`src/rtl/as_wb_master_ctrl.sv`:
```
// Single-beat Wishbone master: turns a core load/store request into one bus
// cycle with lane steering, load extension, misalignment trap and ack timeout.
module as_wb_master_ctrl #(
  parameter int ADDR_W  = 64,
  parameter int DATA_W  = 64,
  parameter int TIMEOUT = 16
) (
  input  logic                  clk_i,
  input  logic                  rst_i,
  input  logic                  req_i,
  input  logic                  we_i,
  input  logic [ADDR_W-1:0]     addr_i,
  input  logic [1:0]            size_i,
  input  logic                  unsigned_i,
  input  logic [DATA_W-1:0]     wdata_i,
  output logic                  busy_o,
  output logic                  done_o,
  output logic                  err_o,
  output logic [DATA_W-1:0]     rdata_o,
  output logic [ADDR_W-1:0]     wb_m_addr_o,
  output logic [DATA_W-1:0]     wb_m_dat_o,
  input  logic [DATA_W-1:0]     wb_m_dat_i,
  output logic                  wb_m_we_o,
  output logic [DATA_W/8-1:0]   wb_m_sel_o,
  output logic                  wb_m_stb_o,
  output logic                  wb_m_cyc_o,
  input  logic                  wb_m_ack_i,
  input  logic                  wb_m_err_i
);
  localparam int NSEL  = DATA_W / 8;
  localparam int OFF_W = $clog2(NSEL);
  localparam logic [7:0] TMO_LAST = 8'(TIMEOUT - 1);

  typedef enum logic [1:0] {IDLE, BUS, RESP} state_t;

  typedef struct packed {
    logic [OFF_W-1:0] off;
    logic [1:0]       size;
    logic             uns;
  } req_t;

  state_t              r_state, w_next;
  req_t                r_req;
  logic [7:0]          r_cnt;
  logic                r_err;
  logic [DATA_W-1:0]   r_rdata;
  logic [ADDR_W-1:0]   r_addr;
  logic [DATA_W-1:0]   r_dat;
  logic [NSEL-1:0]     r_sel;
  logic                r_we;

  logic                w_accept, w_mis, w_resp, w_tmo;
  logic [NSEL-1:0]     w_sel_base, w_sel;
  logic [2:0]          w_lmask;
  logic [DATA_W-1:0]   w_dat;
  logic [63:0]         w_sh, w_ld64;
  logic [DATA_W-1:0]   w_ld;

  assign w_accept = ~rst_i & req_i & (r_state != BUS);
  assign w_resp   = (r_state == BUS) & (wb_m_ack_i | wb_m_err_i);
  assign w_tmo    = (r_state == BUS) & ~(wb_m_ack_i | wb_m_err_i) & (r_cnt == TMO_LAST);

  // request decode: alignment, lane selects and replicated store data
  always_comb begin
    w_mis      = 1'b0;
    w_sel_base = '0;
    w_lmask    = 3'd0;
    case (size_i)
      2'd0: begin w_sel_base = NSEL'(8'h01); w_lmask = 3'd0; end
      2'd1: begin w_sel_base = NSEL'(8'h03); w_lmask = 3'd1; w_mis = addr_i[0]; end
      2'd2: begin w_sel_base = NSEL'(8'h0F); w_lmask = 3'd3; w_mis = |addr_i[1:0]; end
      default: begin
        w_sel_base = NSEL'(8'hFF);
        w_lmask    = 3'd7;
        w_mis      = (|addr_i[2:0]) | (DATA_W == 32);
      end
    endcase
    w_sel = w_sel_base << addr_i[OFF_W-1:0];
    w_dat = '0;
    for (int b = 0; b < NSEL; b++)
      w_dat[8*b +: 8] = wdata_i[8*(b & int'(w_lmask)) +: 8];
  end

  // load path: shift the addressed bytes down, then extend from the access width
  always_comb begin
    w_sh   = 64'(wb_m_dat_i >> {r_req.off, 3'b000});
    w_ld64 = w_sh;
    case (r_req.size)
      2'd0:    w_ld64 = {{56{~r_req.uns & w_sh[7]}},  w_sh[7:0]};
      2'd1:    w_ld64 = {{48{~r_req.uns & w_sh[15]}}, w_sh[15:0]};
      2'd2:    w_ld64 = {{32{~r_req.uns & w_sh[31]}}, w_sh[31:0]};
      default: w_ld64 = w_sh;
    endcase
    w_ld = w_ld64[DATA_W-1:0];
  end

  always_comb begin
    w_next = r_state;
    case (r_state)
      IDLE, RESP: begin
        w_next = IDLE;
        if (w_accept) w_next = w_mis ? RESP : BUS;
      end
      BUS:     if (w_resp || w_tmo) w_next = RESP;
      default: w_next = IDLE;
    endcase
  end

  always_ff @(posedge clk_i) begin
    if (rst_i) begin
      r_state <= IDLE;
      r_req   <= '0;
      r_cnt   <= '0;
      r_err   <= 1'b0;
      r_rdata <= '0;
      r_addr  <= '0;
      r_dat   <= '0;
      r_sel   <= '0;
      r_we    <= 1'b0;
    end else begin
      r_state <= w_next;
      if (w_accept) begin
        r_err <= w_mis;
        r_cnt <= '0;
        // a trapped access leaves the bus registers untouched; stb stays low anyway
        if (!w_mis) begin
          r_req.off  <= addr_i[OFF_W-1:0];
          r_req.size <= size_i;
          r_req.uns  <= unsigned_i;
          r_addr     <= {addr_i[ADDR_W-1:OFF_W], {OFF_W{1'b0}}};
          r_dat      <= w_dat;
          r_sel      <= w_sel;
          r_we       <= we_i;
        end
      end else if (r_state == BUS) begin
        if (w_resp) begin
          r_err <= wb_m_err_i;
          if (!wb_m_err_i && !r_we) r_rdata <= w_ld;
        end else if (w_tmo) begin
          r_err <= 1'b1;
        end else begin
          r_cnt <= r_cnt + 8'd1;
        end
      end
    end
  end

  assign busy_o      = (r_state == BUS) | w_accept;
  assign done_o      = (r_state == RESP);
  assign err_o       = (r_state == RESP) & r_err;
  assign rdata_o     = r_rdata;
  assign wb_m_cyc_o  = (r_state == BUS);
  assign wb_m_stb_o  = (r_state == BUS);
  assign wb_m_addr_o = r_addr;
  assign wb_m_dat_o  = r_dat;
  assign wb_m_sel_o  = r_sel;
  assign wb_m_we_o   = r_we;
endmodule

```
`config.mk`:
```
export PLATFORM = sky130hd
export DESIGN_NAME = as_wb_master_ctrl
export DESIGN_NICKNAME = d
export VERILOG_FILES = /design/src/rtl/as_wb_master_ctrl.sv
export SDC_FILE = /design/constraint.sdc
export NUM_CORES = 1
export LEC_CHECK = 0
export BUFFER_PORTS_ARGS = -buffer_cell sky130_fd_sc_hd__buf_2
export CORE_AREA = 2 2 159 161
export DETAILED_ROUTE_END_ITERATION = 8
export DIE_AREA = 0 0 161 163
export GPL_ROUTABILITY_DRIVEN = 1
export GPL_TIMING_DRIVEN = 0
export PLACE_DENSITY = 0.73
export SLEW_MARGIN = 20
export SYNTH_ARGS = -nofsm -noshare
export SYNTH_HDL_FRONTEND = slang
export SYNTH_SLANG_ARGS = --single-unit
```
`constraint.sdc`:
```
create_clock -name clk_i -period 4.66 [get_ports clk_i]
set_input_delay 0.233 -clock clk_i [delete_from_list [all_inputs] [get_ports clk_i]]
set_output_delay 0.233 -clock clk_i [all_outputs]
set_load 0.005 [all_outputs]
```
==> flow_summary.yaml, run 1 <==
outcome:
  status: "complete, no violations"
pwr:
  p_total_w: 0.00479
  ir_worst_vdd_v: 0.000259
  p_leak_nw: 6.01
  powerDensity_mw_per_mm2: 324
job:
  cap_viol_max_count: 0
setup_path:
  critPathMostFrequentCell: "clkbuf_1"
  reg2reg_depth: 7
  cp_max_fo: 10
  path_cells: "nand2b_1, inv_1, nor3_1, clkbuf_1, clkbuf_1, o2111ai_1, a21oi_1"
  crit_type: "flop to flop"
  cp-start-kind: "flop"
  r2r_start: "r_state[1]"
  cpMaxStageDelayCell: "clkbuf_1"
  critical_path_required_ns: 5.13
  r2r_end: "wb_m_sel_o[4]"
  end_kind: "flop"
  critPathLaunch: "r_state[1]"
  cp_slowest_stage_delay_ns: 0.62
  r2r_setup_slack_ns: 1.81
  cp.arrival_ns: 3.32
logic_synthesis:
  async_reset_ff_share_pct: 0
  ys_seq_area_share_pct: 40.1
  avgSynthCellArea_sq_um: 8.54
  synthesis.area_sq_mm: 0.0107
  synth_seq_cells: 215
  synth_ff_type: "dfxtp_1"
  synth_cell_types: 53
  synth_edf_count: 0
  netlist_instances: 1257
  yosys_warnings: 0
hold_path:
  hold_path_end: "wb_m_dat_o[38]"
  whs_path_depth: 3
  hp-class: "primary input to flop"
  hold_start: "wdata_i[38]"
placed_design:
  gp_congestion: 0.959
  dp_hpwl_mm: 34.8
  port_buffers: 401
clocking:
  cts_hold_buf: 78
  cts_root_buffer: "clkbuf_16"
  clock_latency_ns: 0.54
  postCtsSetupRepairBufs: 0
  cts_inserted_buffers: 25
  cts_max_level: 1
  clock-sinks: 215
  path_clk_slew_ns: 0.06
  clockBufferDepth: 3
  cts_tree: "done"
  cts-resized-gates: 0
global_route:
  grt_pass1_wl_mm: 69.6
  grt_usage_pct: 33.9
  grt_pass1_vias: 12100
  grt_max_degree: 14
  gr-total-overflow: 0
  antenna_found_initial: 2
drt:
  wl_mm: 46.9
  drt_iter0_markers: 1446
  routedWlPerCell_um: 22.2
  antenna_left: 0
  vias_per_cell: 6.02
  drcViolationCount: 0
  drtPass1Iterations: 5
  num_vias: 12700
timing:
  setup_violations: 0
  finalHoldViolCount: 0
  rsz0062_at_grt: "no"
  fmax_mhz: 351
  final.period_utilization_pct: 61.2
  finalCriticalPeriod_ns: 2.85
  skew_ns: 0.0238
  tightest_slew_ns: 0.865
  slew_violations: 0
  fin_tns_setup_ns: 0
  slew_headroom_pct: 42.3
floorplan:
  die_w_um: 161
  num_rows: 58
  initial_utilization_pct: 43.5
  ios: 407
  dieHeight_um: 163
  dieArea_sq_mm: 0.0262
  core-area_sq_mm: 0.0247
finish:
  fin_nets: 1967
  syn_to_final_growth_pct: 38.0
  nFillCells: 2225
  drive_gt1_share_pct: 28.8
## per-layer routing
| layer | vias to the layer above | wire length, um | track usage [%] | share of wire [%] |
|---|---|---|---|---|
| met4 | 0 | 2490 | 17.2 | 5.3 |
| met5 | - | 0 | 0 | 0 |
| met3 | 168 | 4630 | 7.54 | 9.9 |
| li1 | 5692 | - | - | - |
| met1 | 6032 | 18400 | 43.0 | 39 |
| met2 | 816 | 21400 | 54.6 | 46 |
## cells in the mapped netlist (all sizes together) (2+ instances only)
library cell / n / area, sq um
nand3: 106 / 531
mux2: 14 / 158
xor2: 3 / 26.3
nand2: 100 / 375
a21oi: 156 / 781
or3: 3 / 18.8
o21ai: 125 / 626
inv: 6 / 22.5
a221oi: 8 / 70.1
buf: 30 / 175
a211oi: 33 / 248
a32oi: 8 / 77.6
a311oi: 65 / 569
mux2i: 63 / 631
a21o: 3 / 22.5
or2: 3 / 18.8
a2111oi: 2 / 17.5
a22oi: 2 / 15.0
o2111ai: 17 / 149
mux4: 30 / 676
o21bai: 7 / 52.6
and2: 3 / 18.8
nor3: 5 / 25.0
and3: 2 / 12.5
nor2: 77 / 289
o211ai: 9 / 67.6
nand4: 11 / 68.8
nand2b: 9 / 56.3
dfxtp: 215 / 4300
clkbuf: 118 / 443
xnor2: 2 / 17.5
nor2b: 7 / 43.8
## cell type report
cell class                 count  area, sq um  area share, %
antenna                        2         5.00         0.0338
buffer                       148          618           4.18
clock buffer                  37          771           5.21
clock inverter                 4         88.8          0.600
inverter                       7         26.3          0.178
multi-input combinational    889         5790           39.1
sequential                   215         4300           29.1
tap                          330          413           2.79
timing repair buffer         479         2790           18.8
## power by group
group / internal, W / switching, W / leakage [nW]
clock network: 0.00125 / 0.000802 / 0.425
registers: 0.00190 / 0.0000375 / 1.74
logic: 0.000318 / 0.000484 / 3.84
## cells in the final DEF, fill, tap and decap left out, drive strengths merged, types with 3 or more instances in the layout
cell,instances
buf,431
dfxtp,215
a21oi,156
clkbuf,155
o21ai,125
nand3,106
nand2,100
dlygate4sd3,78
nor2,77
a311oi,65
mux2i,63
a211oi,33
mux4,30
o2111ai,17
mux2,14
nand4,11
nand2b,9
o211ai,9
a221oi,8
a32oi,8
nor2b,7
o21bai,7
inv,7
nor3,5
and2,3
a21o,3
or2,3
or3,3
xor2,3
conb,3
## how the worst max path moves through the flow
stage	to	slack, ns
floorplan	rdata_o[41]	2.57
global placement	wb_m_sel_o[4]	1.95
global route	wb_m_dat_o[55]	1.63
CTS	wb_m_sel_o[4]	1.90
finish	wb_m_sel_o[4]	1.81
detailed placement	wb_m_dat_o[38]	1.89
## per-stage QoR
| step | instance area (sq um) | hold slack (ns) | utilization, % | std cells | setup slack (ns) |
|---|---|---|---|---|---|
| floorplan | 10700 | 0.347 | - | 1259 | 2.57 |
| global placement | 13200 | 0.457 | 53.3 | 1990 | 1.95 |
| detailed placement | 13200 | 0.464 | 53.3 | 1990 | 1.89 |
| CTS | 14800 | 0.00282 | 60.0 | 2109 | 1.90 |
| global route | 14800 | 0.0295 | 60.0 | 2111 | 1.63 |
| finish | 14800 | 0.0173 | 60.0 | 2111 | 1.81 |
## cell families (layout without fill, tap and decap cells)
family          Yosys count  count (layout)  share of synthesized area [%]
mux                     107             107                           13.6
simple gates            335             335                           14.3
buf+inv                 155             675                           6.01
xor+xnor                  5               5                          0.408
fa+ha+maj                 1               1                          0.117
compound gates          438             438                           25.4
other cells               1               5                         0.0350
flops                   215             215                           40.1
## worst max-delay path, delay by kind of cell, from the launching register on
kind	cells	cell delay [ns]
AOI/OAI and AO/OA	2	0.48
and+or+nand+nor	2	0.61
buffers and inverters	3	1.31
DFF	1	0.37
## sequential cells by signal, indices dropped and copies added (netlist names)
signal / count
wb_m_sel_o: 8
r_err: 1
wb_m_dat_o: 64
r_cnt: 8
rdata_o: 64
wb_m_addr_o: 61
r_state: 2
r_req: 6
wb_m_we_o: 1
(Power assumes the default switching activity.)
==> inputs of run 2 (changes only) <==
--- a/config.mk
+++ b/config.mk
@@ -6,12 +6,11 @@
 export NUM_CORES = 1
 export LEC_CHECK = 0
 export BUFFER_PORTS_ARGS = -buffer_cell sky130_fd_sc_hd__buf_2
-export CORE_AREA = 2 2 159 161
+export CORE_UTILIZATION = 45
 export DETAILED_ROUTE_END_ITERATION = 8
-export DIE_AREA = 0 0 161 163
 export GPL_ROUTABILITY_DRIVEN = 1
 export GPL_TIMING_DRIVEN = 0
-export PLACE_DENSITY = 0.73
+export PLACE_DENSITY = 0.77
 export SLEW_MARGIN = 20
 export SYNTH_ARGS = -nofsm -noshare
 export SYNTH_HDL_FRONTEND = slang
==> constraint.sdc (replaced) <==
create_clock -name clk_i -period 2.3 [get_ports clk_i]
set_input_delay 0.115 -clock clk_i [delete_from_list [all_inputs] [get_ports clk_i]]
set_output_delay 0.115 -clock clk_i [all_outputs]
set_load 0.005 [all_outputs]
==> flow_summary.yaml, run 2 (synthesis results as in run 1) <==
setup_path:
  r2r_setup_slack_ns: 0.02
  cp.arrival_ns: 2.68
  reg2reg_depth: 5
  crit_type: "flop to flop"
  r2r_end: "r_err"
  end_kind: "flop"
  cp-start-kind: "flop"
  cp_max_fo: 5
  r2r_start: "r_state[0]"
  critical_path_required_ns: 2.70
drt:
  wl_mm: 47.1
  routedWlPerCell_um: 22.0
  num_vias: 13000
  antenna_left: 0
  vias_per_cell: 6.07
  drt_iter0_markers: 1235
  drtPass1Iterations: 5
  drcViolationCount: 0
floorplan:
  ios: 407
  dieArea_sq_mm: 0.0245
  num_rows: 56
  dieHeight_um: 156
  die_w_um: 156
  initial_utilization_pct: 45.8
  core-area_sq_mm: 0.0234
clocking:
  cts_max_level: 1
  clock-sinks: 215
  cts_inserted_buffers: 24
  cts_tree: "done"
  clock_latency_ns: 0.52
  path_clk_slew_ns: 0.06
  clockBufferDepth: 3
  cts_root_buffer: "clkbuf_16"
timing:
  fin_tns_setup_ns: 0
  slew_violations: 0
  final.period_utilization_pct: 99.2
  rsz0062_at_grt: "yes"
  skew_ns: 0.00828
  setup_violations: 0
  finalHoldViolCount: 0
  slew_headroom_pct: 47.2
  tightest_slew_ns: 0.792
  finalCriticalPeriod_ns: 2.28
  fmax_mhz: 438
pwr:
  p_total_w: 0.00961
  ir_worst_vdd_v: 0.000569
  p_leak_nw: 6.24
  power.internal_w: 0.00696
  swShare_pct: 27.6
  seqPwrFrac_pct: 40.9
  comb_power_share_pct: 17.8
  clkPwrFrac_pct: 41.3
  p_switching_w: 0.00265
  powerDensity_mw_per_mm2: 631
global_route:
  antenna_found_initial: 1
  grt_max_degree: 13
  grt_usage_pct: 37.0
  grt_pass1_vias: 12300
  grt_pass1_wl_mm: 69.9
  gr-total-overflow: 0
finish:
  final_cell_mix: "410 x buf_2, 214 x dfxtp_1, 155 x a21oi_1"
  final_common_cell: "buf_2"
  regArea_sq_mm: 0.00431
  stdcell_count: 2136
  final_util_pct: 65.1
  fin_nets: 2002
  nFillCells: 2009
  syn_to_final_growth_pct: 42.1
  drive_gt1_share_pct: 29.9
  multi_input_area_sq_mm: 0.00584
  final_area_sq_mm: 0.0152
hold_path:
  whs_path_depth: 3
  hp-class: "primary input to flop"
  hold_start: "wdata_i[16]"
  hold_path_end: "wb_m_dat_o[16]"
job:
  cap_viol_max_count: 0
placed_design:
  dp_hpwl_mm: 34.1
  gp_congestion: 0.966
  dp.cells: 1979
  port_buffers: 401
  place_area_sq_mm: 0.0131
outcome:
  status: "complete, no violations"
==> run 2: cell count changes in the layout (fill, tap and decap cells not counted), moves of 2 or more <==
cell / change
clkbuf_1: -17
clkbuf_4: +4
dlygate4sd3_1: +34
clkbuf_2: +18
mux2_4: +2
buf_2: -8
buf_8: +2
clkinv_2: +4
buf_4: +5
clkbuf_8: -4
mux2_1: -2
==> run 2: worst max path at each step <==
stage                     from        endpoint  slack, ns  cells after the start
floorplan             r_req[3]     rdata_o[41]       0.21                      8
global placement    r_state[1]  wb_m_dat_o[25]      -0.34                      7
detailed placement  r_state[1]  wb_m_dat_o[25]      -0.40                      7
CTS                   r_req[3]     rdata_o[61]     -0.004                      7
global route        r_state[0]     rdata_o[45]      -0.05                      7
finish              r_state[0]           r_err       0.02                      5
==> run 2: timing repair <==
action | in CTS | in global routing
endpoints found under the hold margin | 110 | 0
hold buffers | 112 | 0
buffers inserted | 1 | 2
resized for setup | 20 | 34
endpoints found under the setup margin | 178 | 162
pin swaps | 1 | 1
cloned | 0 | 1
==> run 2: through the flow <==
step                      setup WS (ns)  hold slack [ns]
after global placement           -0.338            0.368
after floorplan                   0.208            0.229
after CTS                      -0.00385          0.00108
after global routing            -0.0538          0.00685
final                            0.0194           0.0252
after detailed placement         -0.398            0.373
==> run 2: layout make-up <==
| cell class | count | share of cell area (%) |
|---|---|---|
| inverters | 7 | 0.172 |
| multi-input cells | 889 | 38.3 |
| flip-flops and latches | 215 | 28.2 |
| repair buffers | 517 | 20.9 |
| diodes | 1 | 0.0164 |
| well taps | 319 | 2.62 |
| clock buffers | 36 | 4.77 |
| clock inverters | 6 | 0.525 |
| plain buffers | 146 | 4.41 |
==> run 2: critical path: stages (launching register included) <==
cell           delay [ns]
dfxtp_1              0.42
or4b_2               0.69
a21o_1               0.21
a21oi_1              0.17
a2111oi_0            0.08
dlygate4sd3_1        0.59
==> run 2: power groups by stage <==
stage               registers, W  logic, W  clock network, W
floorplan                0.00400  0.000772                 0
global placement         0.00400   0.00144                 0
detailed placement       0.00400   0.00145                 0
CTS                      0.00392   0.00162           0.00397
global route             0.00394   0.00182           0.00413
finish                   0.00393   0.00171           0.00397
==> run 2: routing by layer <==
| layer | share of wire, % | routed length (um) | track usage (%) | up-vias |
|---|---|---|---|---|
| met3 | 11 | 4980 | 7.70 | 184 |
| met1 | 38 | 17900 | 46.1 | 6092 |
| met2 | 46 | 21500 | 59.9 | 917 |
| li1 | - | - | - | 5776 |
| met5 | 0 | 0 | 0 | - |
| met4 | 5.7 | 2690 | 20.2 | 0 |
==> inputs of run 3 (changes only) <==
--- a/config.mk
+++ b/config.mk
@@ -5,12 +5,14 @@
 export SDC_FILE = /design/constraint.sdc
 export NUM_CORES = 1
 export LEC_CHECK = 0
-export BUFFER_PORTS_ARGS = -buffer_cell sky130_fd_sc_hd__buf_2
-export CORE_UTILIZATION = 45
+export ABC_AREA = 1
+export BUFFER_PORTS_ARGS = -buffer_cell sky130_fd_sc_hd__buf_4
+export CORE_AREA = 2 2 160 162
 export DETAILED_ROUTE_END_ITERATION = 8
+export DIE_AREA = 0 0 162 164
 export GPL_ROUTABILITY_DRIVEN = 1
 export GPL_TIMING_DRIVEN = 0
-export PLACE_DENSITY = 0.77
+export PLACE_DENSITY = 0.73
 export SLEW_MARGIN = 20
 export SYNTH_ARGS = -nofsm -noshare
 export SYNTH_HDL_FRONTEND = slang
==> flow_summary.yaml, run 3 <==
setup_path:
  cp_max_fo: 10
  cp.arrival_ns: 2.64
  cpMaxStageDelayCell: "buf_1"
  critical_path_required_ns: 2.72
  end_kind: "flop"
  path_cells: "buf_2, buf_1, clkbuf_1, nand3_1, nand3_1, nand3_1, nand2_1, inv_1"
  critPathLaunch: "r_req[5]"
  critPathMostFrequentCell: "nand3_1"
  r2r_start: "r_req[5]"
  critical-path-top-delay-family: "buffers and inverters"
  cp_slowest_stage_delay_ns: 0.61
  path_buf_inv: 4
  cp-start-kind: "flop"
  crit_type: "flop to flop"
logic_synthesis:
  synth_edf_count: 0
  yosys_warnings: 0
  ys_seq_area_share_pct: 41.6
  synth_seq_cells: 215
  synthTopCellsByArea: "dfxtp_1 42%, nand2_1 20%, a21oi_1 9.9%"
  synth_cell_types: 31
  avgSynthCellArea_sq_um: 6.57
  synth_ff_type: "dfxtp_1"
  synth_top_cell_by_area: "dfxtp_1"
  async_reset_ff_share_pct: 0
  netlist_instances: 1575
  synthesis.area_sq_mm: 0.0103
  netlist.area_leader.share_pct: 41.6
  yosysMostFrequentCell: "nand2_1"
  synth_commonest_cells: "556 x nand2_1, 215 x dfxtp_1, 205 x a21oi_1, 162 x o21ai_0, 98 x nor2_1"
drt:
  wl_mm: 50.3
  routedWlPerCell_um: 20.5
  vias_per_cell: 5.42
  num_vias: 13300
  antenna_left: 0
  drtPass1Iterations: 6
  drcViolationCount: 0
  drt_iter0_markers: 1409
floorplan:
  die_w_um: 162
  core-area_sq_mm: 0.0248
  dieHeight_um: 164
  ios: 407
  initial_utilization_pct: 41.7
  num_rows: 58
  dieArea_sq_mm: 0.0266
global_route:
  grt_pass1_wl_mm: 74.0
  grtUsageMet1_pct: 45.1
  antenna_found_initial: 0
  gr-total-overflow: 0
  grt_usage_pct: 36.1
  grt_pass1_vias: 12800
  grt_max_degree: 13
  grt-busiest-layer: "met2"
  use_met3_pct: 8.26
  grtUsageMet2_pct: 59.5
clocking:
  path_clk_slew_ns: 0.06
  cts_root_buffer: "clkbuf_16"
  clock-sinks: 215
  cts_max_level: 1
  cts_inserted_buffers: 25
  clock_latency_ns: 0.53
  cts_tree: "done"
  clockBufferDepth: 3
  postCtsSetupRepairBufs: 0
timing:
  skew_ns: 0.0132
  rsz0062_at_grt: "no"
  setup_violations: 0
  fmax_mhz: 450
  slew_violations: 0
  finalCriticalPeriod_ns: 2.22
  finalHoldViolCount: 0
  tightest_slew_ns: 0.969
  fin_tns_setup_ns: 0
  slew_headroom_pct: 34.7
  worst_hold_slack_ns: 0.0163
  setup_ws_ns: 0.0797
  final.period_utilization_pct: 96.5
finish:
  final_common_cell: "nand2_1"
  fin_nets: 2309
  syn_to_final_growth_pct: 50.6
  final_cell_mix: "556 x nand2_1, 433 x buf_4, 215 x dfxtp_1"
  drive_gt1_share_pct: 24.6
  final_area_sq_mm: 0.0156
  nFillCells: 2267
  final_util_pct: 62.8
hold_path:
  hold_start: "wdata_i[38]"
  hp-class: "primary input to flop"
placed_design:
  gp_congestion: 1.01
  place_area_sq_mm: 0.0138
  dp_hpwl_mm: 37.5
  port_buffers: 401
  place_ws_ns: 0.206
pwr:
  powerDensity_mw_per_mm2: 618
  ir_worst_vdd_v: 0.000551
  p_leak_nw: 7.19
job:
  cap_viol_max_count: 0
outcome:
  status: "complete, no violations"
[run 3: changes by cell type in the layout (fill, tap and decap cells not counted), moves of 33 or more]
cell and change:
o21ai_0 +37, nand2_1 +456, a21oi_1 +50, a211oi_1 -33, a311oi_1 -64, buf_2 -382, buf_4 +423, mux2i_1 -63
clkbuf_1 -48, inv_1 +46
[run 3: report_power, final]
part | switching (W) | internal (W) | total (W)
sequential | 0.0000825 | 0.00385 | 0.00394
clock | 0.00162 | 0.00221 | 0.00383
combinational | 0.00108 | 0.000791 | 0.00187
total | 0.00278 | 0.00685 | 0.00963
[run 3: final timing paths]
check	end	cells past startpoint	slack, ns
hold / removal	wb_m_dat_o[38]	5	0.02
setup reg to reg	rdata_o[13]	8	0.08
setup / recovery	rdata_o[13]	8	0.08
hold reg to reg	r_err	2	0.47
[run 3: kinds of logic after synthesis]
kind of cell	synth area share (%)
AO/OA/AOI/OAI	20.4
XOR/XNOR	0.169
adder cells (fa/ha/maj)	0.121
buffers and inverters	8.18
flip-flops	41.6
other	0.0362
AND/OR/NAND/NOR	29.5
[run 3: repair_timing]
action / 4_1_cts / 5_1_grt
endpoints found under the hold margin: 106 / 0
hold buffers: 102 / 0
resized for setup: 0 / 6
endpoints found under the setup margin: 0 / 3
[run 3: metrics by stage]
step,std cells,power (W)
floorplan,1577,0.00479
global placement,2308,0.00566
detailed placement,2308,0.00566
CTS,2452,0.00955
global route,2452,0.00991
finish,2453,0.00963
[run 3: per-layer routing]
metal	wire [um]	share of wire [%]	up-vias
met4	2670	5.3	0
met1	20100	40	6199
met2	23100	46	739
li1	-	-	6196
met3	4490	8.9	165
met5	0	0	-
[run 3: area by class of cell]
| type | count | area, sq um | area share [%] |
|---|---|---|---|
| sequential | 215 | 4300 | 27.6 |
| inverter | 62 | 233 | 1.49 |
| multi-input combinational | 1178 | 5210 | 33.4 |
| clock inverter | 6 | 38.8 | 0.249 |
| clock buffer | 36 | 737 | 4.73 |
| timing repair buffer | 503 | 4030 | 25.9 |
| antenna | 1 | 2.50 | 0.0161 |
| tap | 330 | 413 | 2.65 |
| buffer | 122 | 619 | 3.97 |
[run 3: worst register-to-register path, cell delays in order (launching register included)]
cell,delay (ns)
dfxtp_1,0.31
buf_2,0.18
buf_1,0.62
clkbuf_1,0.56
nand3_1,0.15
nand3_1,0.13
nand3_1,0.08
nand2_1,0.06
inv_1,0.03
